`src/rtl/tff_bank_counter.sv`:
```
// rtl/tff_bank_counter.sv - WIDTH-bit T flip-flop bank / modulo-MOD up/down counter (optional macro TFF_SAT_EN: saturating count modes)
module tff_bank_counter #(
    parameter int WIDTH = 4,
    parameter int MOD   = 16
) (
    input  logic             clk,
    input  logic             rst,
    input  logic             en,
    input  logic [1:0]       mode,
    input  logic [WIDTH-1:0] t,
    input  logic             load,
    input  logic [WIDTH-1:0] d,
    output logic [WIDTH-1:0] q,
    output logic [WIDTH-1:0] qb,
    output logic             tc
);

    // Reject illegal configurations at elaboration time.
    generate
        if (WIDTH < 1 || WIDTH > 16) begin : g_bad_width
            $error("tff_bank_counter: WIDTH must be in 1..16");
        end
        if (MOD < 2 || MOD > (2 ** WIDTH)) begin : g_bad_mod
            $error("tff_bank_counter: MOD must be in 2..2**WIDTH");
        end
    endgenerate

    localparam logic [1:0] MODE_HOLD   = 2'b00;
    localparam logic [1:0] MODE_TOGGLE = 2'b01;
    localparam logic [1:0] MODE_UP     = 2'b10;
    localparam logic [1:0] MODE_DOWN   = 2'b11;

    // Highest in-range count value; also the reload value for down-count wraps.
    localparam logic [WIDTH-1:0] LAST = WIDTH'(MOD - 1);
    localparam logic [WIDTH-1:0] ONE  = WIDTH'(1);
    localparam logic [WIDTH-1:0] ZERO = '0;

`ifdef TFF_SAT_EN
    // Saturating build: the count sticks at the limit and flags tc every cycle there.
    localparam logic [WIDTH-1:0] UP_LIMIT_NEXT   = LAST;
    localparam logic [WIDTH-1:0] DOWN_LIMIT_NEXT = ZERO;
`else
    // Wrapping build: the count rolls over to the opposite end of the range.
    localparam logic [WIDTH-1:0] UP_LIMIT_NEXT   = ZERO;
    localparam logic [WIDTH-1:0] DOWN_LIMIT_NEXT = LAST;
`endif

    // Register state and terminal-count flag: load beats enabled modes, which beat hold.
    always_ff @(posedge clk or negedge rst) begin
        if (!rst) begin
            q  <= ZERO;
            tc <= 1'b0;
        end else if (load) begin
            q  <= d;
            tc <= 1'b0;
        end else if (!en) begin
            tc <= 1'b0;
        end else begin
            case (mode)
                MODE_HOLD: begin
                    tc <= 1'b0;
                end
                MODE_TOGGLE: begin
                    // Each set bit of t toggles its stage; no range enforcement.
                    q  <= q ^ t;
                    tc <= 1'b0;
                end
                MODE_UP: begin
                    // Values at or above LAST (e.g. loaded out of range) take the limit path.
                    if (q >= LAST) begin
                        q  <= UP_LIMIT_NEXT;
                        tc <= 1'b1;
                    end else begin
                        q  <= q + ONE;
                        tc <= 1'b0;
                    end
                end
                MODE_DOWN: begin
                    if (q == ZERO) begin
                        q  <= DOWN_LIMIT_NEXT;
                        tc <= 1'b1;
                    end else if (q > LAST) begin
                        // Out-of-range value is pulled back into range without a tc pulse.
                        q  <= LAST;
                        tc <= 1'b0;
                    end else begin
                        q  <= q - ONE;
                        tc <= 1'b0;
                    end
                end
                default: begin
                    tc <= 1'b0;
                end
            endcase
        end
    end

    // Complementary output follows q combinationally.
    assign qb = ~q;

endmodule

```
`config.mk`:
```
export PLATFORM = sky130hd
export DESIGN_NAME = tff_bank_counter
export DESIGN_NICKNAME = d
export VERILOG_FILES = /design/src/rtl/tff_bank_counter.sv
export SDC_FILE = /design/constraint.sdc
export NUM_CORES = 1
export LEC_CHECK = 0
export CAP_MARGIN = 10
export CORE_AREA = 2 2 39 41
export CTS_CLUSTER_DIAMETER = 60
export CTS_CLUSTER_SIZE = 14
export DETAILED_ROUTE_END_ITERATION = 7
export DIE_AREA = 0 0 41 43
export HOLD_SLACK_MARGIN = 0.15
export PLACE_DENSITY_LB_ADDON = 0.12
export SYNTH_ARGS = -nofsm -noshare
export SYNTH_HDL_FRONTEND = slang
export SYNTH_SLANG_ARGS = --single-unit
export TNS_END_PERCENT = 20
```
`constraint.sdc`:
```
create_clock -name clk -period 2.9 [get_ports clk]
set_input_delay 0.29 -clock clk [delete_from_list [all_inputs] [get_ports clk]]
set_output_delay 0.29 -clock clk [all_outputs]
set_load 0.02 [all_outputs]
```
==> summary.txt, run 1 <==
GRT overflow - 0
Total GRT Usage - 15.4%
Worst slew margin - 72.8%
Filler cells - 139
Vias in the first global route - 452
Critical Path Fanout Max - 11
Synthesized area - 507 um2
Multi-input gate area - 332 um2
Largest family of logic cells by synthesized area - compound AO/OA/AOI/OAI gates
Seq cells post-synth - 5
YS warnings - 0
Slew @ Worst Pin - 0.407 ns
Multiplexer share of the synthesized area - 1.98%
Cell variety after synth - 31
Leakage - 0.306 nW
Critical-path cell list - inv_1 -> clkdlybuf4s50_1
Slowest cell on crit path - clkdlybuf4s50_1
1st-iter DRT viols - 18
Crit Path Class - reg -> out
Adder-cell share of the synthesized area - 4.94%
ANT nets after route - 0
DR DRC count - 0
First-pass DRT Iterations - 4
Routed wire length - 1.27 mm
Register area - 125 um2
Placement Cell Area - 716 um2
Slowest Stage Delay on Critical Path - 0.62 ns
I/O Buffers - 22
GPL Wtd Cong - 0.837
Clock Path Buffers - 2
Max-cap violations - 0
CP top delay family - buffers and inverters
DIE WIDTH - 41 um
Min cycle time layout - 1.80 ns
H-Tree Level Count - 1
Setup_tns - 0 ns
Starting Density - 36.6%
Synthesized instance count - 63
WHS - 0.263 ns
Hold Crit Class - in -> async
CTS sink cnt - 5
Initial antenna violation count - 0
# IOs - 23
Final Hold Vio Count - 0
Register area share after synthesis - 24.7%
WP buf/inv - 2
Clock transition at the registers of the reported paths - 0.05 ns
Post-synthesis simple-gate area fraction - 18.3%
Clk_skew - 0.00653 ns
Power per standard cell area - 423 nW/um2
Dpl hpwl - 957 um
Area grow syn2layout - 46.4%
Syn Area/Cell - 8.04 um2
Die area - 1760 um2
CTS tree - yes
Fmax - 556 MHz
Final Net Count - 101
Die height - 43 um
Share of post-route cells with drive strength above 1 - 7.14%
CTS Hold Bufs - 0
Num CTS Buffers - 3
N_diodes - 0
Crit path capture type - output pin
Finished Cell Area - 742 um2
Clk Tree Root Cell - clkbuf_4
Worst skew pair latency - 0.24 ns
Crit path launch type - flop
Final Max Slew Viols - 0
Req. time, crit path - 2.61 ns
Post-cts sizing count - 0
Global-route wire length before repair - 1.92 mm
Row count - 14
RSZ-0062 raised after global routing - no
Post-Synth XOR/XNOR Area - 6.91%
Crit share post-route - 62.0%
Net Count, Synth - 79
Peak supply drop - 0.000163 V
Status - finished clean
Vias - 540
Post-CTS Setup Bufs - 0
Synth Area in Compound Gates - 33.3%
Drt via density - 5.40
Core area - 1380 um2
# setup viols final - 0
Critical Path AT - 1.51 ns
Wire length per cell - 12.7 um
Largest net degree at the start of global routing - 12
routing by layer:
layer  vias up  wire (um)  track usage [%]
met3         0         75             2.09
met1       255        595             21.2
met4         0          0             6.00
met2        17        599             23.4
met5         -          0                0
li1        268          -                -
report_power, final:
part | total (W) | switching, W | internal, W | leakage [nW]
clock | 0.0000810 | 0.0000289 | 0.0000521 | 0.0150
sequential | 0.0000944 | 0.0000174 | 0.0000770 | 0.0617
combinational | 0.000139 | 0.0000671 | 0.0000717 | 0.229
total | 0.000314 | 0.000113 | 0.000201 | 0.306
synth_stat cells:
cell	count	area, um2
o21bai_1	1	7.51
nor2b_1	2	12.5
buf_6	1	11.3
and3b_1	1	8.76
xor2_1	1	8.76
a21o_1	2	15.0
a21oi_1	9	45.0
ha_1	2	25.0
a32o_1	1	10.0
inv_1	4	15.0
o22ai_1	1	6.26
nand3b_1	2	15.0
inv_2	1	3.75
o21ai_0	2	10.0
buf_2	4	20.0
nand4bb_1	1	11.3
mux2i_1	1	10.0
a31oi_1	2	12.5
o31ai_1	1	7.51
and3_1	1	6.26
xnor2_1	3	26.3
nand2_1	3	11.3
a2111oi_2	1	15.0
a211oi_1	1	7.51
and2_1	2	12.5
nand3_1	1	5.00
dfrtp_1	5	125
nor2_1	1	3.75
o21ai_1	4	20.0
o22ai_2	1	12.5
nor4_1	1	6.26
cell type report:
| type | count | share of cell area [%] |
|---|---|---|
| inverters | 5 | 2.53 |
| clock buffers | 4 | 3.54 |
| multi-input cells | 48 | 44.7 |
| repair buffers | 22 | 29.7 |
| flip-flops and latches | 5 | 16.9 |
| well taps | 16 | 2.70 |
worst register-to-register path, delay by kind of cell, from the launching register on:
family	cells	cell delay, ns
flip-flops	1	0.51
AO/OA/AOI/OAI	3	0.43
adder cells (fa/ha/maj)	1	0.32
XOR/XNOR	1	0.15
buffers and inverters	1	0.14
layout by cell type (no fill, tap or decap), drive strengths merged, types with 2 or more instances in the layout:
master and instances:
ha 2, clkbuf 4, xnor2 3, and2 2, dfrtp 5, clkdlybuf4s50 22
a21o 2, a31oi 2, o22ai 2, o21ai 6, nor2b 2, nand3b 2
inv 5, nand2 3, a21oi 9
stage by stage:
stage / cells / total power [W] / setup WS [ns] / utilization [%]
after floorplan: 63 / 0.000178 / 1.17 / -
after global placement: 96 / 0.000235 / 1.15 / 51.7
after detailed placement: 96 / 0.000234 / 1.13 / 51.7
after CTS: 100 / 0.000316 / 1.10 / 53.6
after global routing: 100 / 0.000335 / 1.05 / 53.6
final: 100 / 0.000314 / 1.10 / 53.6
logic make-up (layout without fill, tap and decap cells):
family | count (synthesis) | after routing
fa+ha+maj | 2 | 2
xor+xnor | 4 | 4
buf+inv | 10 | 31
compound gates | 26 | 26
flops | 5 | 5
mux | 1 | 1
simple gates | 15 | 15
final timing paths:
path / start / to / slack, ns / depth (start not counted)
setup / recovery: q[2] / qb[2] / 1.10 / 2
hold / removal: rst / q[1] / 0.26 / 1
setup reg to reg: q[0] / q[1] / 1.23 / 6
hold reg to reg: q[2] / q[2] / 0.72 / 2
max in group asynchronous: rst / q[0] / 2.45 / 1
min in group clk: d[1] / q[1] / 0.59 / 3
sequential cells by signal (all words and copies together), names as in the netlist:
| name | flops |
|---|---|
| tc | 1 |
| q | 4 |
(Power assumes the default switching activity.)
==> inputs of run 2 (changes only) <==
--- a/config.mk
+++ b/config.mk
@@ -6,11 +6,11 @@
 export NUM_CORES = 1
 export LEC_CHECK = 0
 export CAP_MARGIN = 10
-export CORE_AREA = 2 2 39 41
+export CORE_MARGIN = 2
+export CORE_UTILIZATION = 35
 export CTS_CLUSTER_DIAMETER = 60
 export CTS_CLUSTER_SIZE = 14
 export DETAILED_ROUTE_END_ITERATION = 7
-export DIE_AREA = 0 0 41 43
 export HOLD_SLACK_MARGIN = 0.15
 export PLACE_DENSITY_LB_ADDON = 0.12
 export SYNTH_ARGS = -nofsm -noshare
==> constraint.sdc (replaced) <==
create_clock -name clk -period 1.54 [get_ports clk]
set_input_delay 0.154 -clock clk [delete_from_list [all_inputs] [get_ports clk]]
set_output_delay 0.154 -clock clk [all_outputs]
set_load 0.02 [all_outputs]
==> run 2 against run 1 <==
Sequential cell count is the same. Sequential share of layout area fell by 1.7 points. Hold slack gained 0.19 ns. Global-route usage increased by 2.8 points. Largest power group unchanged. Highest routed layer is now met4.
==> summary.txt, run 2 (synthesized netlist as in run 1, its figures left out) <==
Status - finished clean
Fmax - 681 MHz
Final core utilization - 62.9%
Max reg flops - 4
Final Hold Vio Count - 0
Vias - 580
Multi-input gate area - 363 um2
Req. time, crit path - 1.71 ns
H-Tree Level Count - 1
DIE WIDTH - 42.1 um
Critical Path AT - 1.64 ns
Slowest Stage Delay on Critical Path - 0.44 ns
WHS - 0.454 ns
WP buf/inv - 0
Filler cells - 126
Final Max Slew Viols - 0
CTS tree - yes
N_diodes - 0
RSZ-0062 raised after global routing - no
Core area - 1330 um2
Crit Path Class - reg -> reg
FF-to-FF setup slack - 0.07 ns
Worst slack, placed - -0.00147 ns
CTS sink cnt - 5
Clock Path Buffers - 2
GPL Wtd Cong - 0.859
Starting Density - 38.0%
DR DRC count - 0
Wire length per cell - 13.8 um
Die area - 1770 um2
Dpl hpwl - 1.12 mm
First-pass DRT Iterations - 4
Critical Path Fanout Max - 4
Power per standard cell area - 754 nW/um2
Total GRT Usage - 18.2%
Clock transition at the registers of the reported paths - 0.04 ns
Leakage - 0.360 nW
Vias in the first global route - 572
ANT nets after route - 0
Min cycle time layout - 1.47 ns
I/O Buffers - 22
Reg2reg end - q[3]
Post-CTS Setup Bufs - 0
Crit share post-route - 95.4%
Total power - 0.000633 W
Hold path depth - 3
Slew @ Worst Pin - 0.319 ns
Worst R2R Path Depth - 5
Max-cap violations - 0
Num CTS Buffers - 3
Top Registers - q: 4 flops, tc: 1 flops
Row count - 13
Drt via density - 5.42
Die height - 42.1 um
Crit path capture type - flop
# setup viols final - 0
Clk Tree Root Cell - clkbuf_4
Global-route wire length before repair - 2.46 mm
Setup ws final - 0.0709 ns
Area grow syn2layout - 65.7%
Hold Path Sink - q[1]
Worst slew margin - 78.6%
Largest net degree at the start of global routing - 12
Crit path launch type - flop
Most frequent cells in the layout - 15 x clkdlybuf4s50_1, 9 x a21oi_1, 7 x buf_4
Peak supply drop - 0.000582 V
GRT overflow - 0
Most common cell after layout, fill and taps aside - clkdlybuf4s50_1
1st-iter DRT viols - 10
Reg with most FFs - q
Hold Crit Class - in -> reg
FF-to-FF Start - q[0]
CP top delay family - compound AO/OA/AOI/OAI gates
Clk_skew - 0.00323 ns
Critical-path cell list - ha_1 -> a21o_1 -> a2111oi_4 -> nor4_2 -> o22ai_2
Initial antenna violation count - 0
Slowest cell on crit path - dfrtp_2
Register area - 128 um2
Final Net Count - 109
# IOs - 23
Critical hold path startpoint - d[1]
Worst skew pair latency - 0.25 ns
Routed wire length - 1.48 mm
Share of post-route cells with drive strength above 1 - 20.7%
-- run 2: changes by cell type in the layout (fill, tap and decap cells not counted), moves of 2 or more --
cell,delta
dlygate4sd2_1,+5
clkdlybuf4s50_1,-7
inv_1,-2
dfrtp_1,-2
dfrtp_2,+2
dlymetal6s2s_1,+2
buf_4,+7
-- run 2: worst max path at each step --
stage,from,to,depth (start not counted)
6_report,q[0],q[3],5
3_3_place_gp,mode[0],q[3],6
2_1_floorplan,q[0],q[1],7
4_1_cts,q[3],q[3],1
5_1_grt,q[0],q[3],5
3_5_place_dp,mode[1],q[0],6
-- run 2: power breakdown --
part	total [W]	internal, W	switching (W)	leakage [nW]
combinational	0.000308	0.000152	0.000155	0.285
sequential	0.000168	0.000147	0.0000213	0.0596
clock	0.000157	0.0000983	0.0000592	0.0150
-- run 2: area by class of cell --
type / instances / area share, %
Multi-Input combinational cell: 48 / 43.2
Timing Repair Buffer: 30 / 33.5
Sequential cell: 5 / 15.2
Clock buffer: 4 / 3.13
Inverter: 5 / 2.68
Tap cell: 15 / 2.24
-- run 2: routing by layer --
metal  wire length [um]  vias up  track usage [%]  part of all wire (%)
li1                   -      285                -                     -
met1                617      267             20.8                    42
met2                727       24             29.1                    49
met3                103        4             5.60                   7.0
met4                 28        0             11.9                   1.9
met5                  0        -                0                     0
-- run 2: worst min-delay path, delay by kind of cell --
kind                   cells  cell delay [ns]
AOI/OAI and AO/OA          1             0.05
buffers and inverters      1             0.40
and+or+nand+nor            1             0.06
-- run 2: through the flow --
stage / setup TNS [ns] / cell area, um2 / cells
6_report: 0 / 840 / 107
5_1_grt: 0 / 840 / 107
4_1_cts: 0 / 815 / 107
3_5_place_dp: -0.00147 / 785 / 102
3_3_place_gp: 0 / 785 / 102
2_1_floorplan: -0.0614 / 524 / 63
-- run 2: what timing repair did --
action	in CTS	in global routing
pin swaps	0	1
hold endpoints to repair	5	0
endpoints found under the setup margin	5	3
hold buffers	1	0
gates cloned	0	0
resized for setup	5	5
==> inputs of run 3 (changes only) <==
--- a/config.mk
+++ b/config.mk
@@ -12,7 +12,7 @@
 export CTS_CLUSTER_SIZE = 14
 export DETAILED_ROUTE_END_ITERATION = 7
 export HOLD_SLACK_MARGIN = 0.15
-export PLACE_DENSITY_LB_ADDON = 0.12
+export PLACE_DENSITY = 0.71
 export SYNTH_ARGS = -nofsm -noshare
 export SYNTH_HDL_FRONTEND = slang
 export SYNTH_SLANG_ARGS = --single-unit
==> run 3 against run 2 <==
Combinational power rose by 2%. Count of clock-buffer cells in the layout did not move. Clock skew fell by 0.0020 ns. Sequential cell count did not move. Register-to-register slack barely moved. First-iteration DRC count fell by 10%. Via count rose by 2.1%. Critical endpoint unchanged. Largest power group unchanged.
==> summary.txt, run 3 (synthesized netlist as in run 1, its figures left out) <==
Status - finished clean
Share of post-route cells with drive strength above 1 - 23.2%
Worst skew pair latency - 0.25 ns
Final core utilization - 64.4%
Wire length per cell - 13.1 um
Starting Density - 38.0%
Worst slew margin - 80.3%
GPL Wtd Cong - 0.916
Clock transition at the registers of the reported paths - 0.04 ns
Psw - 0.000234 W
Crit Path Class - reg -> reg
Vias - 592
Drt via density - 5.38
CTS sink cnt - 5
Dpl hpwl - 1.16 mm
Max-cap violations - 0
Top Registers - q: 4 flops, tc: 1 flops
Clk_skew - 0.00128 ns
Core area - 1330 um2
N_diodes - 0
Slew @ Worst Pin - 0.292 ns
CP top delay family - compound AO/OA/AOI/OAI gates
Final Net Count - 112
Most common cell after layout, fill and taps aside - clkdlybuf4s50_1
Total GRT Usage - 17.8%
Initial antenna violation count - 0
Sw frac - 36.7%
Final Max Slew Viols - 0
Combinational cell fraction of total power - 49.3%
I/O Buffers - 22
Post-CTS Setup Bufs - 0
DR DRC count - 0
WP buf/inv - 0
Reg with most FFs - q
Global-route wire length before repair - 2.33 mm
Worst R2R Path Depth - 5
# setup viols final - 0
Final Hold Vio Count - 0
Row count - 13
Fmax - 681 MHz
Slowest Stage Delay on Critical Path - 0.44 ns
Clock Path Buffers - 2
Most frequent cells in the layout - 15 x clkdlybuf4s50_1, 10 x buf_4, 9 x a21oi_1
Power per standard cell area - 742 nW/um2
Num CTS Buffers - 3
H-Tree Level Count - 1
1st-iter DRT viols - 9
RSZ-0062 raised after global routing - no
Area grow syn2layout - 69.4%
First-pass DRT Iterations - 4
Max reg flops - 4
CTS tree - yes
Clk Tree Root Cell - clkbuf_4
Crit share post-route - 95.3%
Critical Path AT - 1.64 ns
Hold Crit Class - in -> reg
Req. time, crit path - 1.71 ns
DIE WIDTH - 42.1 um
Sequential power share - 26.3%
Peak supply drop - 0.000418 V
Int Power - 0.000403 W
Min cycle time layout - 1.47 ns
Leakage - 0.372 nW
Vias in the first global route - 539
Worst slack, placed - 0.0436 ns
GRT overflow - 0
Critical-path cell list - ha_2 -> a21o_1 -> a2111oi_4 -> nor4_1 -> o22ai_2
Die area - 1770 um2
Clk pwr share - 24.4%
Largest net degree at the start of global routing - 12
# IOs - 23
CP Depth - 5
Die height - 42.1 um
Slowest cell on crit path - dfrtp_2
Hold path depth - 3
Crit path capture type - flop
Crit path launch type - flop
Setup ws final - 0.0726 ns
Critical Path Fanout Max - 4
Routed wire length - 1.45 mm
ANT nets after route - 0
run 3: changes by cell type in the layout (fill, tap and decap cells not counted), sizes merged:
cell | before | now
buf | 7 | 10
run 3: layout make-up:
class / count / area (um2)
fillers: 121 / 475
well taps: 15 / 18.8
multi-input cells: 48 / 359
flip-flops and latches: 5 / 128
inverters: 5 / 22.5
repair buffers: 33 / 304
clock buffers: 4 / 26.3
run 3: final timing paths:
| check | start | to | slack (ns) |
|---|---|---|---|
| setup / recovery | q[0] | q[3] | 0.07 |
| hold / removal | d[1] | q[1] | 0.45 |
| setup reg to reg | q[0] | q[3] | 0.07 |
| hold reg to reg | q[2] | q[2] | 0.75 |
| max in group asynchronous | rst | q[1] | 0.64 |
| min in group asynchronous | rst | q[3] | 0.68 |
run 3: repair_timing:
item | 4_1_cts | 5_1_grt
endpoints found under the hold margin | 5 | 0
setup endpoints to repair | 5 | 3
hold buffers | 1 | 0
gates resized for setup | 5 | 5
run 3: metal layers:
metal / global-route usage [%] / wire (um) / vias to the layer above
li1: - / - / 295
met1: 19.3 / 633 / 266
met2: 30.0 / 693 / 29
met3: 6.03 / 99 / 2
met4: 10.0 / 20 / 0
met5: 0 / 0 / -
run 3: power by group through the flow:
stage	logic, W	clock network (W)	registers, W
2_1_floorplan	0.000166	0	0.000178
3_3_place_gp	0.000313	0	0.000168
3_5_place_dp	0.000317	0	0.000169
4_1_cts	0.000308	0.000164	0.000167
5_1_grt	0.000337	0.000173	0.000170
6_report	0.000314	0.000155	0.000168
run 3: tightest hold or removal path, cell delays in order:
cell             delay (ns)
clkdlybuf4s50_1        0.39
nand2_1                0.06
o21ai_1                0.05
run 3: per-stage QoR:
step / total power, W / area [um2] / setup TNS [ns] / hold slack (ns) / instances
after CTS: 0.000640 / 837 / 0 / 0.445 / 110
after floorplan: 0.000345 / 524 / -0.0614 / -0.142 / 63
final: 0.000637 / 858 / 0 / 0.450 / 110
after detailed placement: 0.000486 / 807 / 0 / 0.414 / 105
after global placement: 0.000481 / 807 / 0 / 0.409 / 105
after global routing: 0.000681 / 858 / 0 / 0.457 / 110
